[src/rtl/router_pkt_tx_if.sv]
// Byte-stream bundle between the packet transmitter and its requester/router.
// The master side requests packets and applies busy; the slave side is the transmitter.
interface router_pkt_tx_if;
    logic       start;
    logic [5:0] len;
    logic [1:0] addr;
    logic       mode;
    logic [7:0] seed;
    logic       corrupt;
    logic       busy;
    logic       pkt_valid;
    logic [7:0] data_out;
    logic       ready;
    logic       done;
    logic       reject;

    modport master (
        output start, len, addr, mode, seed, corrupt, busy,
        input  pkt_valid, data_out, ready, done, reject
    );

    modport slave (
        input  start, len, addr, mode, seed, corrupt, busy,
        output pkt_valid, data_out, ready, done, reject
    );
endinterface

[src/rtl/router_pkt_tx.sv]
// Router packet transmitter: header {len,addr}, len generated payload bytes, then a parity
// byte with pkt_valid low. Every output comes straight from a register.
module router_pkt_tx #(
    parameter int GAP_CYCLES = 1
) (
    input  logic              clock,
    input  logic              resetn,
    router_pkt_tx_if.slave    tx
);
    typedef enum logic [2:0] {IDLE, HEADER, PAYLOAD, PARITY, GAP} state_t;

    localparam logic [3:0] GAP_LAST = (GAP_CYCLES > 0) ? 4'(GAP_CYCLES - 1) : 4'd0;

    state_t     state_q, state_d;
    logic [7:0] data_q, data_d;
    logic       valid_q, valid_d;
    logic       ready_q, ready_d;
    logic       done_q, done_d;
    logic       reject_q, reject_d;
    logic [5:0] len_q, len_d;
    logic       mode_q, mode_d;
    logic       corrupt_q, corrupt_d;
    logic [7:0] gen_q, gen_d;
    logic [5:0] cnt_q, cnt_d;
    logic [7:0] par_q, par_d;
    logic [3:0] gap_q, gap_d;
    logic [5:0] cnt_inc;
    logic [7:0] par_new;

    // gen_q always holds the byte that will be presented after the current one.
    function automatic logic [7:0] gen_next(input logic m, input logic [7:0] v);
        if (m)
            return {v[6:0], v[7] ^ v[5] ^ v[4] ^ v[3]};
        else
            return v + 8'd1;
    endfunction

    always_comb begin
        state_d   = state_q;
        data_d    = data_q;
        valid_d   = valid_q;
        done_d    = 1'b0;
        reject_d  = 1'b0;
        len_d     = len_q;
        mode_d    = mode_q;
        corrupt_d = corrupt_q;
        gen_d     = gen_q;
        cnt_d     = cnt_q;
        par_d     = par_q;
        gap_d     = gap_q;
        cnt_inc   = cnt_q + 6'd1;
        par_new   = par_q ^ data_q;

        case (state_q)
            IDLE: begin
                valid_d = 1'b0;
                if (tx.start) begin
                    if (tx.len == 6'd0 || tx.addr == 2'd3) begin
                        reject_d = 1'b1;
                    end else begin
                        len_d     = tx.len;
                        mode_d    = tx.mode;
                        corrupt_d = tx.corrupt;
                        gen_d     = (tx.mode && tx.seed == 8'd0) ? 8'd1 : tx.seed;
                        cnt_d     = 6'd0;
                        data_d    = {tx.len, tx.addr};
                        valid_d   = 1'b1;
                        state_d   = HEADER;
                    end
                end
            end
            HEADER: begin
                if (!tx.busy) begin
                    par_d   = data_q;
                    data_d  = gen_q;
                    gen_d   = gen_next(mode_q, gen_q);
                    state_d = PAYLOAD;
                end
            end
            PAYLOAD: begin
                if (!tx.busy) begin
                    par_d = par_new;
                    cnt_d = cnt_inc;
                    if (cnt_inc == len_q) begin
                        valid_d = 1'b0;
                        data_d  = corrupt_q ? ~par_new : par_new;
                        state_d = PARITY;
                    end else begin
                        data_d = gen_q;
                        gen_d  = gen_next(mode_q, gen_q);
                    end
                end
            end
            PARITY: begin
                if (!tx.busy) begin
                    done_d = 1'b1;
                    data_d = 8'h00;
                    if (GAP_CYCLES == 0) begin
                        state_d = IDLE;
                    end else begin
                        gap_d   = 4'd0;
                        state_d = GAP;
                    end
                end
            end
            GAP: begin
                // The done cycle is the first gap cycle.
                if (gap_q == GAP_LAST)
                    state_d = IDLE;
                else
                    gap_d = gap_q + 4'd1;
            end
            default: state_d = IDLE;
        endcase

        ready_d = (state_d == IDLE);
    end

    always_ff @(posedge clock) begin
        if (resetn) begin
            state_q   <= IDLE;
            data_q    <= 8'h00;
            valid_q   <= 1'b0;
            ready_q   <= 1'b1;
            done_q    <= 1'b0;
            reject_q  <= 1'b0;
            len_q     <= 6'd0;
            mode_q    <= 1'b0;
            corrupt_q <= 1'b0;
            gen_q     <= 8'h00;
            cnt_q     <= 6'd0;
            par_q     <= 8'h00;
            gap_q     <= 4'd0;
        end else begin
            state_q   <= state_d;
            data_q    <= data_d;
            valid_q   <= valid_d;
            ready_q   <= ready_d;
            done_q    <= done_d;
            reject_q  <= reject_d;
            len_q     <= len_d;
            mode_q    <= mode_d;
            corrupt_q <= corrupt_d;
            gen_q     <= gen_d;
            cnt_q     <= cnt_d;
            par_q     <= par_d;
            gap_q     <= gap_d;
        end
    end

    assign tx.pkt_valid = valid_q;
    assign tx.data_out  = data_q;
    assign tx.ready     = ready_q;
    assign tx.done      = done_q;
    assign tx.reject    = reject_q;
endmodule

[src/flat_wrapper.sv]
// flat-port wrapper written by rule: the top's interface ports become plain ports
module router_pkt_tx_flat 
#(
    parameter int GAP_CYCLES = 1
)
  (clock, resetn, tx_start, tx_len, tx_addr, tx_mode, tx_seed, tx_corrupt, tx_busy, tx_pkt_valid, tx_data_out, tx_ready, tx_done, tx_reject);
  router_pkt_tx_if tx_i ();
  input  logic clock;
  input  logic resetn;
  input wire logic [$bits(tx_i.start)-1:0] tx_start;
  input wire logic [$bits(tx_i.len)-1:0] tx_len;
  input wire logic [$bits(tx_i.addr)-1:0] tx_addr;
  input wire logic [$bits(tx_i.mode)-1:0] tx_mode;
  input wire logic [$bits(tx_i.seed)-1:0] tx_seed;
  input wire logic [$bits(tx_i.corrupt)-1:0] tx_corrupt;
  input wire logic [$bits(tx_i.busy)-1:0] tx_busy;
  output wire logic [$bits(tx_i.pkt_valid)-1:0] tx_pkt_valid;
  output wire logic [$bits(tx_i.data_out)-1:0] tx_data_out;
  output wire logic [$bits(tx_i.ready)-1:0] tx_ready;
  output wire logic [$bits(tx_i.done)-1:0] tx_done;
  output wire logic [$bits(tx_i.reject)-1:0] tx_reject;
  assign tx_i.start = tx_start;
  assign tx_i.len = tx_len;
  assign tx_i.addr = tx_addr;
  assign tx_i.mode = tx_mode;
  assign tx_i.seed = tx_seed;
  assign tx_i.corrupt = tx_corrupt;
  assign tx_i.busy = tx_busy;
  assign tx_pkt_valid = tx_i.pkt_valid;
  assign tx_data_out = tx_i.data_out;
  assign tx_ready = tx_i.ready;
  assign tx_done = tx_i.done;
  assign tx_reject = tx_i.reject;
  router_pkt_tx #(.GAP_CYCLES(GAP_CYCLES)) u_core (.clock(clock), .resetn(resetn), .tx(tx_i));
endmodule
[config.mk]
export PLATFORM = sky130hd
export DESIGN_NAME = router_pkt_tx_flat
export DESIGN_NICKNAME = d
export VERILOG_FILES = /design/src/rtl/router_pkt_tx_if.sv /design/src/rtl/router_pkt_tx.sv /design/src/flat_wrapper.sv
export SDC_FILE = /design/constraint.sdc
export NUM_CORES = 1
export LEC_CHECK = 0
export BUFFER_PORTS_ARGS = -buffer_cell sky130_fd_sc_hd__clkbuf_2
export CORE_UTILIZATION = 30
export DETAILED_ROUTE_END_ITERATION = 10
export PLACE_DENSITY = 0.53
export SLEW_MARGIN = 20
export SYNTH_ARGS = -nofsm -noshare
export SYNTH_HDL_FRONTEND = slang
export SYNTH_SLANG_ARGS = --single-unit
[constraint.sdc]
create_clock -name clock -period 1.9 [get_ports clock]
set_input_delay 0.38 -clock clock [delete_from_list [all_inputs] [get_ports clock]]
set_output_delay 0.38 -clock clock [all_outputs]
set_load 0.02 [all_outputs]
## Word-level counts from Yosys, hierarchy flattened

Index checks and enable logic that the tools add are counted.

- Bitwise logic cells: 9
- Equal/unequal tests: 14
- Reduce and logical (&&, ||, !) cells: 21
- Add/sub/neg operators: 3
- Multiplexer cells: 41

Operators with widths:

| cell | count |
|---|---|
| $mux W8 | 16 |
| $pmux W8 S4 | 1 |
| $pmux W8 S3 | 1 |
| $mux W3 | 7 |
| $mux W6 | 3 |
| $pmux W8 S2 | 1 |
| $pmux W3 S5 | 1 |
| $ne A2 B2 Y1 const B | 7 |
| $pmux W6 S2 | 1 |
| $reduce_and A3 Y1 | 4 |
| $reduce_and A6 Y1 | 2 |
| $add A8 B1 Y8 const B | 1 |
| $logic_not A8 Y1 | 1 |
| $mux W4 | 2 |
| $not A8 Y8 | 1 |
| $pmux W4 S2 | 1 |
| $xor A8 B8 Y8 | 1 |
| $add A6 B1 Y6 const B | 1 |
| $eq A3 B2 Y1 const B | 2 |
| $eq A6 B6 Y1 | 1 |
| $logic_not A3 Y1 | 2 |
| $logic_not A6 Y1 | 1 |
| $mux W1 | 6 |
| $reduce_bool A2 Y1 | 3 |
| other kinds (16) | 21 |

- Input bits: 22
- Output and inout bits: 12
- Flip-flop bits (word level): 49
- Logic and storage cells: 101

## Longest topological paths before layout

Gate-level depths: netlist of the first run.

- Depth in word-level cells: 7
- Depth in mapped cells: 9
- Gate-level depth less buffers: 8

## Least setup slack after synthesis of the first run

No wires, ideal clock.

- Path type: reg-to-reg
- Start: register u_core.cnt_q[0]
- End: register u_core.data_q[6], in the netlist u_core.tx.data_out[6]
- Path buffers: 0
- Setup slack: -0.085 ns
- Cell stages (with the launch flop): 7
- Arrival: 1.890 ns
- Period minus slack after synthesis: 1.985 ns
- Data required time: 1.805 ns
- Library setup time: 0.095 ns
- Path through: dfxtp_1 ha_1 xnor2_1 nand2_1 or4_4 o2bb2ai_2 a221oi_1

- Longest elaborated chain between the ends: 5

Ends and longest elaborated chain:

| what | line | RTL |
|---|---|---|
| start, declared | router_pkt_tx.sv:24 | `logic [5:0] cnt_q, cnt_d;` |
| start signal, assigned | router_pkt_tx.sv:145 | `cnt_q <= cnt_d;` |
| $add A6 B1 Y6 | router_pkt_tx.sv:51 | `cnt_inc = cnt_q + 6'd1;` |
| $eq A6 B6 Y1 | router_pkt_tx.sv:84 | `if (cnt_inc == len_q) begin` |
| $mux W8 | router_pkt_tx.sv:84 |  |
| $mux W8 | router_pkt_tx.sv:81 | `if (!tx.busy) begin` |
| $pmux W8 S4 | router_pkt_tx.sv:54 | `case (state_q)` |
| end signal, assigned | router_pkt_tx.sv:136 | `data_q <= data_d;` |
| end, declared | router_pkt_tx.sv:15 | `logic [7:0] data_q, data_d;` |

Every way passes these cells. The select of a mux whose other input is x is not followed.
A chain may end at the register's enable or synchronous reset.

## Worst setup path after layout of the first run

Ends and elaborated chain as after synthesis.

==> results of run 1 <==
## state kept, by name, summed over array words and instances, names as in the netlist
signal and cells:
u_core.len_q 6, u_core.cnt_q 6, u_core.tx.ready 1, u_core.tx.reject 1
u_core.corrupt_q 1, u_core.gap_q 4, u_core.tx.data_out 8, u_core.gen_q 8
u_core.tx.done 1, u_core.state_q 3, u_core.par_q 8, u_core.tx.pkt_valid 1
u_core.mode_q 1
## per-stage QoR
stage          area, µm²  power [mW]
2_1_floorplan       2900        1.73
3_3_place_gp        3540        2.03
3_5_place_dp        3540        2.04
4_1_cts             3830        2.76
5_1_grt             3870        2.95
6_report            3870        2.78
## cells in the final DEF, fill, tap and decap left out, types with 3 or more instances in the layout
cell type / Yosys / layout
buf_4: 0 / 46
dfxtp_1: 49 / 43
nor2_1: 42 / 42
clkbuf_2: 0 / 33
nand2_1: 23 / 23
xnor2_1: 22 / 21
o21ai_0: 20 / 18
inv_1: 14 / 14
a21oi_1: 15 / 13
nor3_1: 14 / 12
mux2i_1: 10 / 10
a32oi_1: 8 / 8
xor2_1: 8 / 8
a211oi_1: 9 / 8
a221oi_2: 0 / 8
a311oi_1: 8 / 6
clkbuf_8: 0 / 6
a221oi_1: 13 / 5
buf_6: 0 / 5
dfxtp_2: 0 / 5
nor4_1: 4 / 4
or3_1: 4 / 4
nand4_1: 4 / 4
or2_2: 3 / 3
nand2b_4: 0 / 3
nand2b_1: 6 / 3
and3_1: 3 / 3
o21bai_1: 3 / 3
o31ai_1: 3 / 3
ha_1: 4 / 3
buf_12: 0 / 3
## worst max-delay path, delay by kind of cell, from the launching register on
kind / cells / cell delay, ns
adder cells (fa/ha/maj): 1 / 0.17
buffers and inverters: 3 / 0.48
flip-flops: 1 / 0.37
AO/OA/AOI/OAI: 4 / 0.79
AND/OR/NAND/NOR: 1 / 0.14
## layout make-up
type                    count  area (µm²)
multi-input cells         261        1930
well taps                 129         161
flip-flops and latches     49         991
repair buffers             88         642
inverters                  14        52.6
clock buffers               7        86.3
fillers                   940        5370
## per-layer routing
metal  track usage  wire length, µm
met1         0.243             4140
met2         0.306             3950
met3        0.0274              298
met4        0.0735              187
met5             0                0
## worst paths after layout
kind / to / cells past startpoint / slack, ns / startpoint
hold reg to reg: u_core.len_q[0] / 2 / 0.53 / u_core.len_q[0]
setup reg to reg: u_core.tx.data_out[6] / 9 / -0.15 / u_core.cnt_q[0]
hold / removal: u_core.corrupt_q / 3 / 0.33 / tx_corrupt
setup / recovery: u_core.tx.data_out[6] / 9 / -0.15 / u_core.cnt_q[0]
## power groups by stage
stage                     registers [mW]  clock network, mW  logic [mW]
after detailed placement            1.24                  0       0.800
after CTS                           1.21              0.666       0.887
after floorplan                     1.23                  0       0.500
after global routing                1.23              0.721       0.998
final                               1.22              0.650       0.912
after global placement              1.24                  0       0.792
## kinds of logic (layout without fill, tap and decap cells)
kind of cell | count (synthesis) | after routing | share of synthesized area
multiplexers | 12 | 12 | 0.0430
adder cells (fa/ha/maj) | 4 | 4 | 0.0176
AND/OR/NAND/NOR | 112 | 112 | 0.186
flip-flops | 49 | 49 | 0.344
buffers and inverters | 35 | 109 | 0.0492
XOR/XNOR | 30 | 30 | 0.0922
AO/OA/AOI/OAI | 103 | 103 | 0.267
## timing repair
action,CTS,global route
buffers inserted,5,0
pin swaps,20,1
resized for setup,29,11
hold buffers,0,0
setup endpoints to repair,17,30
==> metrics.md, run 1 <==
| Metric | Value |
|---|---|
| Detailed Route WL | `8580 µm` |
| N_diodes | `0` |
| Top cells by area, synth | `dfxtp_1, xnor2_1, nor2_1` |
| Crit path max fanout | `6` |
| Finished Layout Cells | `548` |
| Cells after Synth | `345` |
| Vias/cell | `5.17` |
| # H-tree levels | `2` |
| Cell taking the most area after synthesis | `dfxtp_1` |
| Clock Tree Root | `clkbuf_8` |
| Layout Utilization | `0.418` |
| Slew @ Worst Pin | `0.624 ns` |
| I/O pins | `34` |
| Die area | `9890 µm²` |
| RePlAce Congestion | `0.792` |
| Placed Instances | `536` |
| RSZ-0062 raised after global routing | `true` |
| Total number of vias | `2832` |
| Outcome | `finished, violations left` |
| Net count, final | `445` |
| CTS clk-pin slew, worst paths | `0.09 ns` |
| Detailed Place HPWL | `6220 µm` |
| Failing checks | `negative setup slack` |
| CP max stage delay | `0.37 ns` |
| Post-Place Setup Slack | `-0.398 ns` |
| P_leak | `1.50 nW` |
| Int Power | `1.83 mW` |
| Final worst path period need | `2.05 ns` |
| Warnings, synthesis | `0` |
| Comb power frac | `0.328` |
| Sequential area share after synthesis | `0.344` |
| Port Buffers | `33` |
| Top_reg_cell synth | `dfxtp_1` |
| Final setup violation count | `17` |
| Cell Pwr Density | `718 nW/µm²` |
| Switching share of power | `0.343` |
| Yosys top cell area share | `0.344` |
| Drt pass-1 iters | `4` |
| Final WS setup | `-0.154 ns` |
| Synthesized area | `2850 µm²` |
| Hold Crit Class | `primary input to register` |
| Final Hold Vio Count | `0` |
| Worst EP required | `2.12 ns` |
| Number of clock sinks | `49` |
| Max Buffers Root-to-Sink | `2` |
| Initial antenna violation count | `0` |
| Starting Density | `0.308` |
| Number of synthesized flops with an enable pin | `0` |
| Clock latency on the worst-skew pair | `0.31 ns` |
| Core Area | `9240 µm²` |
| Post-DRT Antenna Nets | `0` |
| Max Cap Viol | `0` |
| First-pass GRT wire length | `14400 µm` |
| Largest net degree at the start of global routing | `27` |
| DRC violations left | `0` |
| CP Capture Type | `register` |
| Most common cell in the synthesized netlist | `dfxtp_1` |
| Critical path cell sequence | `ha_4 -> nand2b_4 -> a21o_1 -> a31oi_2 -> buf_4 -> o41ai_2 -> buf_4 -> buf_12 -> a221oi_2` |
| CTS tree | `built` |
| Per-cell routed wire length | `15.7 µm` |
| Synth cell types | `52` |
| Slowest-stage cell, CP | `dfxtp_4` |
| Final hold slack | `0.327 ns` |
| GRT Overall Usage | `0.186` |
| Grt total ovfl | `0` |
| Mapped Avg Cell Area | `8.26 µm²` |
| Clock share of power | `0.234` |
| Die width | `99.5 µm` |
| Mapped Nets | `371` |
| Synth cell count leaders | `dfxtp_1, nor2_1, nand2_1` |
| Final Skew | `0.00552 ns` |
| Seq pwr share | `0.438` |
| Fmax | `487 MHz` |
| Initial DRC Count | `154` |
| Tcrit/Tclk final | `1.08` |
| Asr flop ratio synth | `0` |
| Layout cells sized above 1 | `0.327` |
| Area grow syn2layout | `35.7%` |
| Die Span Y | `99.5 µm` |
| Setup TNS | `-1.88 ns` |
| Setup crit start kind | `register` |
| Slew Viols, Final | `0` |
| Sw power | `0.952 mW` |
| Num CTS Buffers | `5` |
| Number of synthesized register bits | `49` |
| Slew margin rel. | `0.584` |
| Peak VDD IR | `0.000319 V` |
| Worst path arrival time | `2.28 ns` |
| Vias in the first global route | `2886` |
| Critical path class | `register to register` |
| Most used cell, CP | `buf_4` |
| # rows | `35` |
(Power assumes the default switching activity.)
==> run 2, diff against run 1 <==
--- a/config.mk
+++ b/config.mk
@@ -5,10 +5,10 @@
 export SDC_FILE = /design/constraint.sdc
 export NUM_CORES = 1
 export LEC_CHECK = 0
-export BUFFER_PORTS_ARGS = -buffer_cell sky130_fd_sc_hd__clkbuf_2
-export CORE_UTILIZATION = 30
+export BUFFER_PORTS_ARGS = -buffer_cell sky130_fd_sc_hd__buf_2
+export CORE_UTILIZATION = 50
 export DETAILED_ROUTE_END_ITERATION = 10
-export PLACE_DENSITY = 0.53
+export PLACE_DENSITY = 0.78
 export SLEW_MARGIN = 20
 export SYNTH_ARGS = -nofsm -noshare
 export SYNTH_HDL_FRONTEND = slang
==> metrics.md, run 2 (synthesized netlist as in run 1, its figures left out) <==
| Metric | Value |
|---|---|
| Outcome | `finished, violations left` |
| Failing checks | `negative setup slack` |
| Drt pass-1 iters | `5 (+1)` |
| Slew margin rel. | `0.677 (+0.0937)` |
| Reg2reg setup slack | `-0.28 ns (-0.12 ns)` |
| Area after DPL | `3480 µm² (-1.7%)` |
| Max Buffers Root-to-Sink | `2 (unchanged)` |
| Final Hold Vio Count | `0 (unchanged)` |
| # fillers | `411 (-56%)` |
| Die width | `77.5 µm (-22%)` |
| Die area | `6000 µm² (-39%)` |
| Slowest-stage cell, CP | `o41a_1` |
| Slew @ Worst Pin | `0.483 ns (-0.141 ns)` |
| Critical path class | `register to register` |
| Peak VDD IR | `0.000356 V (+12%)` |
| Max Cap Viol | `0 (unchanged)` |
| Setup crit start kind | `register` |
| Number of clock sinks | `49 (unchanged)` |
| Hold Crit Class | `primary input to register` |
| Final setup violation count | `17 (unchanged)` |
| Final Cell Area | `3830 µm² (-0.97%)` |
| P_leak | `1.53 nW (+1.8%)` |
| CP max stage delay | `0.44 ns (+0.07 ns)` |
| Fmax | `459 MHz (-5.6%)` |
| CTS clk-pin slew, worst paths | `0.10 ns (about the same)` |
| Area grow syn2layout | `34.4%` |
| # H-tree levels | `2 (unchanged)` |
| Final Skew | `0.0120 ns (+0.00643 ns)` |
| Cell Pwr Density | `759 nW/µm² (+5.7%)` |
| Worst flop-to-flop path startpoint | `u_core.cnt_q[1]` |
| RSZ-0062 raised after global routing | `true` |
| Net count, final | `449 (+0.90%)` |
| Per-cell routed wire length | `17.3 µm (+11%)` |
| FF+latch area | `995 µm² (+0.38%)` |
| Vias/cell | `6.14 (+19%)` |
| Grt total ovfl | `0 (unchanged)` |
| Slew Viols, Final | `0 (unchanged)` |
| Multi-input gate area | `1970 µm² (+1.7%)` |
| RePlAce Congestion | `0.906 (+14%)` |
| Post-Place Setup Slack | `-0.396 ns (+0.00200 ns)` |
| Detailed Route WL | `8580 µm (about the same)` |
| CTS Hold Buffers Added | `0 (unchanged)` |
| Vias in the first global route | `2794 (-3.2%)` |
| Die Span Y | `77.5 µm (-22%)` |
| First-pass GRT wire length | `13300 µm (-8.0%)` |
| Detailed Place HPWL | `6010 µm (-3.4%)` |
| Critical path cell sequence | `ha_4 -> nand2b_4 -> o211ai_1 -> a31oi_2 -> buf_4 -> o41a_1 -> o21ai_0 -> o31ai_1` |
| Largest net degree at the start of global routing | `23 (-15%)` |
| Worst reg2reg path depth | `8 (-1)` |
| Starting Density | `0.517 (+0.209)` |
| Port Buffers | `33 (unchanged)` |
| Initial DRC Count | `304 (+97%)` |
| Post-DRT Antenna Nets | `0 (unchanged)` |
| Commonest non-fill, non-tap cell in the layout | `buf_4` |
| Critical Path Sink | `u_core.gen_q[1]` |
| Worst EP required | `2.09 ns (-0.03 ns)` |
| CTS tree | `built` |
| Initial antenna violation count | `0 (unchanged)` |
| Most frequent cells in the layout | `buf_4, dfxtp_1, nor2_1` |
| Tcrit/Tclk final | `1.15 (+0.0645)` |
| Clock latency on the worst-skew pair | `0.31 ns (about the same)` |
| Clock Tree Root | `clkbuf_8` |
| N_diodes | `0 (unchanged)` |
| Layout cells sized above 1 | `0.350 (+0.0229)` |
| Crit path from | `u_core.cnt_q[1]` |
| Reg2Reg Capture Point | `u_core.gen_q[1]` |
| Crit path max fanout | `3 (-3)` |
| Core Area | `5510 µm² (-40%)` |
| I/O pins | `34 (unchanged)` |
| Total number of vias | `3040 (+7.3%)` |
| Num CTS Buffers | `5 (unchanged)` |
| DRC violations left | `0 (unchanged)` |
| Final worst path period need | `2.18 ns (+0.123 ns)` |
| Worst path arrival time | `2.36 ns (+0.08 ns)` |
| Final WS setup | `-0.277 ns (-0.123 ns)` |
| CP Capture Type | `register` |
| GRT Overall Usage | `0.275 (+0.0898)` |
| # rows | `27 (-23%)` |
## run 2: changes by cell type in the layout (fill, tap and decap cells not counted), sizes merged
cell / delta
buf: +37
clkbuf: -35
bufinv: +1
clkinv: +1
## run 2: how the worst min path moves through the flow
stage,slack [ns],endpoint,start,depth (start not counted)
4_1_cts,0.30,u_core.corrupt_q,tx_corrupt,3
6_report,0.30,u_core.corrupt_q,tx_corrupt,3
3_3_place_gp,0.50,u_core.gap_q[3],u_core.gap_q[3],2
5_1_grt,0.36,u_core.tx.reject,tx_start,3
3_5_place_dp,0.51,u_core.len_q[2],u_core.len_q[2],2
2_1_floorplan,0.47,u_core.cnt_q[3],u_core.cnt_q[3],1
## run 2: worst max-delay path, delay by kind of cell, from the launching register on
kind / cells / cell delay (ns)
compound gates: 5 / 1.27
fa+ha+maj: 1 / 0.16
buf+inv: 1 / 0.18
flops: 1 / 0.38
simple gates: 1 / 0.06
## run 2: power breakdown
part	switching (mW)	internal [mW]
clock	0.367	0.384
sequential	0.107	1.10
combinational	0.512	0.433
total	0.986	1.92
## run 2: cell type report
| type | instances | share of cell area |
|---|---|---|
| clock inverters | 2 | 0.00915 |
| flip-flops and latches | 49 | 0.260 |
| repair buffers | 92 | 0.162 |
| well taps | 72 | 0.0235 |
| clock buffers | 5 | 0.0180 |
| inverters | 14 | 0.0137 |
| multi-input cells | 261 | 0.513 |
## run 2: stage by stage
step                power (mW)  std cells  TNS [ns]  utilization  hold WS (ns)
floorplan                 1.73        345   -0.0933            -         0.468
global placement          2.00        483     -3.59        0.632         0.496
detailed placement        2.03        483     -4.51        0.632         0.511
CTS                       2.79        492    -0.861        0.666         0.301
global route              3.02        495     -4.17        0.695         0.361
finish                    2.91        495     -2.32        0.695         0.299
## run 2: per-layer routing
| metal | vias up | GRT usage | part of all wire |
|---|---|---|---|
| li1 | 1434 | - | - |
| met1 | 1466 | 0.367 | 0.45 |
| met2 | 120 | 0.466 | 0.48 |
| met3 | 20 | 0.0376 | 0.050 |
| met4 | 0 | 0.0698 | 0.020 |
| met5 | - | 0 | 0 |
## run 2: repair_timing
action,in CTS,in global routing
gates cloned,0,1
endpoints found under the setup margin,17,26
resized for setup,14,29
pin swaps,11,22
setup buffers,2,3
==> run 3, diff against run 2 <==
--- a/config.mk
+++ b/config.mk
@@ -5,10 +5,11 @@
 export SDC_FILE = /design/constraint.sdc
 export NUM_CORES = 1
 export LEC_CHECK = 0
+export ABC_AREA = 1
 export BUFFER_PORTS_ARGS = -buffer_cell sky130_fd_sc_hd__buf_2
 export CORE_UTILIZATION = 50
 export DETAILED_ROUTE_END_ITERATION = 10
-export PLACE_DENSITY = 0.78
+export PLACE_DENSITY = 0.75
 export SLEW_MARGIN = 20
 export SYNTH_ARGS = -nofsm -noshare
 export SYNTH_HDL_FRONTEND = slang
==> constraint.sdc (replaced) <==
create_clock -name clock -period 2.2 [get_ports clock]
set_input_delay 0.44 -clock clock [delete_from_list [all_inputs] [get_ports clock]]
set_output_delay 0.44 -clock clock [all_outputs]
set_load 0.02 [all_outputs]
==> metrics.md, run 3 <==
| Metric | Value |
|---|---|
| Vias in the first global route | `2784 (-0.36%)` |
| Top_reg_cell synth | `dfxtp_1` |
| Tcrit/Tclk final | `0.913 (-0.232)` |
| DRC violations left | `0 (unchanged)` |
| Slew Viols, Final | `0 (unchanged)` |
| CTS clk-pin slew, worst paths | `0.10 ns (about the same)` |
| Critical path class | `register to register` |
| Cell Pwr Density | `636 nW/µm² (-16%)` |
| Number of clock sinks | `49 (unchanged)` |
| P_leak | `1.56 nW (+1.8%)` |
| Post-DRT Antenna Nets | `0 (unchanged)` |
| Hold path startpoint | `tx_start` |
| Largest net degree at the start of global routing | `36 (+57%)` |
| Clock Tree Root | `clkbuf_8` |
| Sequential area share after synthesis | `0.306 (-0.0379)` |
| Max Cap Viol | `0 (unchanged)` |
| Mapped Nets | `497 (+34%)` |
| Max Buffers Root-to-Sink | `2 (unchanged)` |
| # fillers | `592 (+44%)` |
| Warnings, synthesis | `0 (unchanged)` |
| Final Cell Area | `3500 µm² (-8.5%)` |
| GRT Overall Usage | `0.238 (-0.0370)` |
| CTS resizes | `0 (-14)` |
| Num CTS Buffers | `5 (unchanged)` |
| Final worst path period need | `2.01 ns (-0.167 ns)` |
| RePlAce Congestion | `0.876 (-3.3%)` |
| Finished Layout Cells | `576 (+16%)` |
| Vias/cell | `5.34 (-13%)` |
| First-pass GRT wire length | `12400 µm (-6.1%)` |
| Grt total ovfl | `0 (unchanged)` |
| Hold Crit Depth | `3 (unchanged)` |
| Crit path max fanout | `10 (+7)` |
| Initial DRC Count | `304 (unchanged)` |
| Reg2Reg Capture Point | `u_core.gen_q[1]` |
| Detailed Place HPWL | `5700 µm (-5.2%)` |
| Most common cell in the synthesized netlist | `nand2_1` |
| Asr flop ratio synth | `0 (unchanged)` |
| N_diodes | `0 (unchanged)` |
| Worst reg2reg path depth | `11 (+3)` |
| Final Hold Vio Count | `0 (unchanged)` |
| # H-tree levels | `2 (unchanged)` |
| Setup Fix Bufs, Post-CTS | `0 (-2)` |
| Placed Instances | `568 (+18%)` |
| Initial antenna violation count | `0 (unchanged)` |
| Per-cell routed wire length | `13.0 µm (-25%)` |
| Worst flop-to-flop path startpoint | `u_core.cnt_q[0]` |
| Commonest non-fill, non-tap cell in the layout | `nand2_1` |
| Setup crit start kind | `register` |
| Port Buffers | `33 (unchanged)` |
| Yosys top cell area share | `0.306 (-0.0379)` |
| Clock latency on the worst-skew pair | `0.31 ns (about the same)` |
| Worst EP required | `2.45 ns (+0.36 ns)` |
| I/O pins | `34 (unchanged)` |
| Starting Density | `0.528 (+0.0109)` |
| Peak VDD IR | `0.000361 V (+1.2%)` |
| Die width | `82.0 µm (+5.9%)` |
| CTS Hold Buffers Added | `0 (unchanged)` |
| Hold Crit Class | `primary input to register` |
| Slew @ Worst Pin | `0.598 ns (+0.115 ns)` |
| CTS tree | `built` |
| Mapped Avg Cell Area | `6.80 µm² (-18%)` |
| Reg2reg setup slack | `0.19 ns (+0.47 ns)` |
| Fmax | `498 MHz (+8.3%)` |
| Area grow syn2layout | `9.42%` |
| Number of synthesized flops with an enable pin | `0 (unchanged)` |
| Final Skew | `0.00824 ns (-0.00372 ns)` |
| Synth cell types | `37 (-29%)` |
| Die area | `6730 µm² (+12%)` |
| Slew margin rel. | `0.602 (-0.0758)` |
| Top cells by area, synth | `dfxtp_1, nand2_1, inv_1` |
| Worst path arrival time | `2.26 ns (-0.10 ns)` |
| Hold Crit Endpoint | `u_core.tx.reject` |
| Synth cell count leaders | `nand2_1, inv_1, dfxtp_1, nand3_1, a21oi_1` |
| Outcome | `finished, final reports clean` |
| Cell taking the most area after synthesis | `dfxtp_1` |
| Most frequent cells in the layout | `nand2_1, inv_1, nand3_1, dfxtp_1, a21oi_1` |
| Total number of vias | `3075 (+1.2%)` |
| CP Capture Type | `register` |
| Detailed Route WL | `7510 µm (-12%)` |
| Layout cells sized above 1 | `0.184 (-0.166)` |
| Cells after Synth | `471 (+37%)` |
| Area after DPL | `3410 µm² (-2.0%)` |
| Net count, final | `526 (+17%)` |
| Synthesized area | `3200 µm² (+12%)` |
| RSZ-0062 raised after global routing | `false` |
| # rows | `28 (+3.7%)` |
| Core Area | `6060 µm² (+10%)` |
| FF+latch area | `981 µm² (-1.4%)` |
| Drt pass-1 iters | `5 (unchanged)` |
| Final setup violation count | `0 (-17)` |
| Die Span Y | `82.0 µm (+5.9%)` |
| Multi-input gate area | `1850 µm² (-6.0%)` |
| Number of synthesized register bits | `49 (unchanged)` |
[run 3: changes by cell type after synthesis, moves of 9 or more]
cell and delta:
nand2_1 +63, inv_1 +53, nand3_1 +47, a21oi_1 +26, xnor2_1 -20, nand2_2 +15
a221oi_1 -13, nor2_1 -13, o21ai_0 +11, mux2i_1 -10, xor2_1 +10, nand4_1 +9
[run 3: area by class of cell]
cell class | instances | share of cell area
clock buffers | 5 | 0.0196
clock inverters | 3 | 0.00750
inverters | 73 | 0.0811
multi-input cells | 333 | 0.527
flip-flops and latches | 49 | 0.280
well taps | 75 | 0.0268
repair buffers | 38 | 0.0579
[run 3: through the flow]
stage,hold WS (ns),utilization,setup slack (ns),power [mW],setup TNS [ns]
floorplan,0.444,-,0.462,1.52,0
finish,0.400,0.578,0.191,2.23,0
global placement,0.453,0.562,-0.0200,1.67,-0.0375
global route,0.423,0.578,0.0255,2.35,0
CTS,0.394,0.578,0.209,2.25,0
detailed placement,0.467,0.562,-0.0204,1.68,-0.0292
[run 3: worst max-delay path by stage]
| stage | start | endpoint |
|---|---|---|
| after floorplan | u_core.cnt_q[0] | u_core.gen_q[2] |
| after global placement | tx_addr[1] | u_core.tx.data_out[5] |
| after detailed placement | tx_addr[1] | u_core.tx.data_out[7] |
| after CTS | u_core.cnt_q[0] | u_core.gen_q[1] |
| after global routing | u_core.cnt_q[0] | u_core.tx.data_out[7] |
| final | u_core.cnt_q[0] | u_core.gen_q[1] |
[run 3: routing by layer]
metal | global-route usage | vias to the layer above | share of wire
li1 | - | 1587 | -
met1 | 0.307 | 1396 | 0.47
met2 | 0.402 | 82 | 0.47
met3 | 0.0311 | 10 | 0.045
met4 | 0.0895 | 0 | 0.014
met5 | 0 | - | 0
[run 3: cell families after synthesis]
kind of cell / Yosys count / synth area share
AO/OA/AOI/OAI: 95 / 0.169
XOR/XNOR: 20 / 0.0547
adder cells (fa/ha/maj): 4 / 0.0156
buffers and inverters: 89 / 0.117
flip-flops: 49 / 0.306
AND/OR/NAND/NOR: 214 / 0.337
[run 3: power breakdown]
group,switching [mW],internal [mW],leakage (nW)
registers,0.0757,0.954,0.401
logic,0.412,0.222,1.11
clock network,0.334,0.232,0.0487
total,0.821,1.41,1.56
[run 3: worst max-delay path, stage by stage (launching register included)]
cell and delay (ns):
dfxtp_1 0.46, ha_1 0.29, inv_1 0.08, nand2_2 0.08, nand3_1 0.06, nand2_1 0.12
nand3_4 0.11, nor2_8 0.20, nand3_4 0.17, nand2_4 0.18, nand2_2 0.07, a21oi_2 0.12
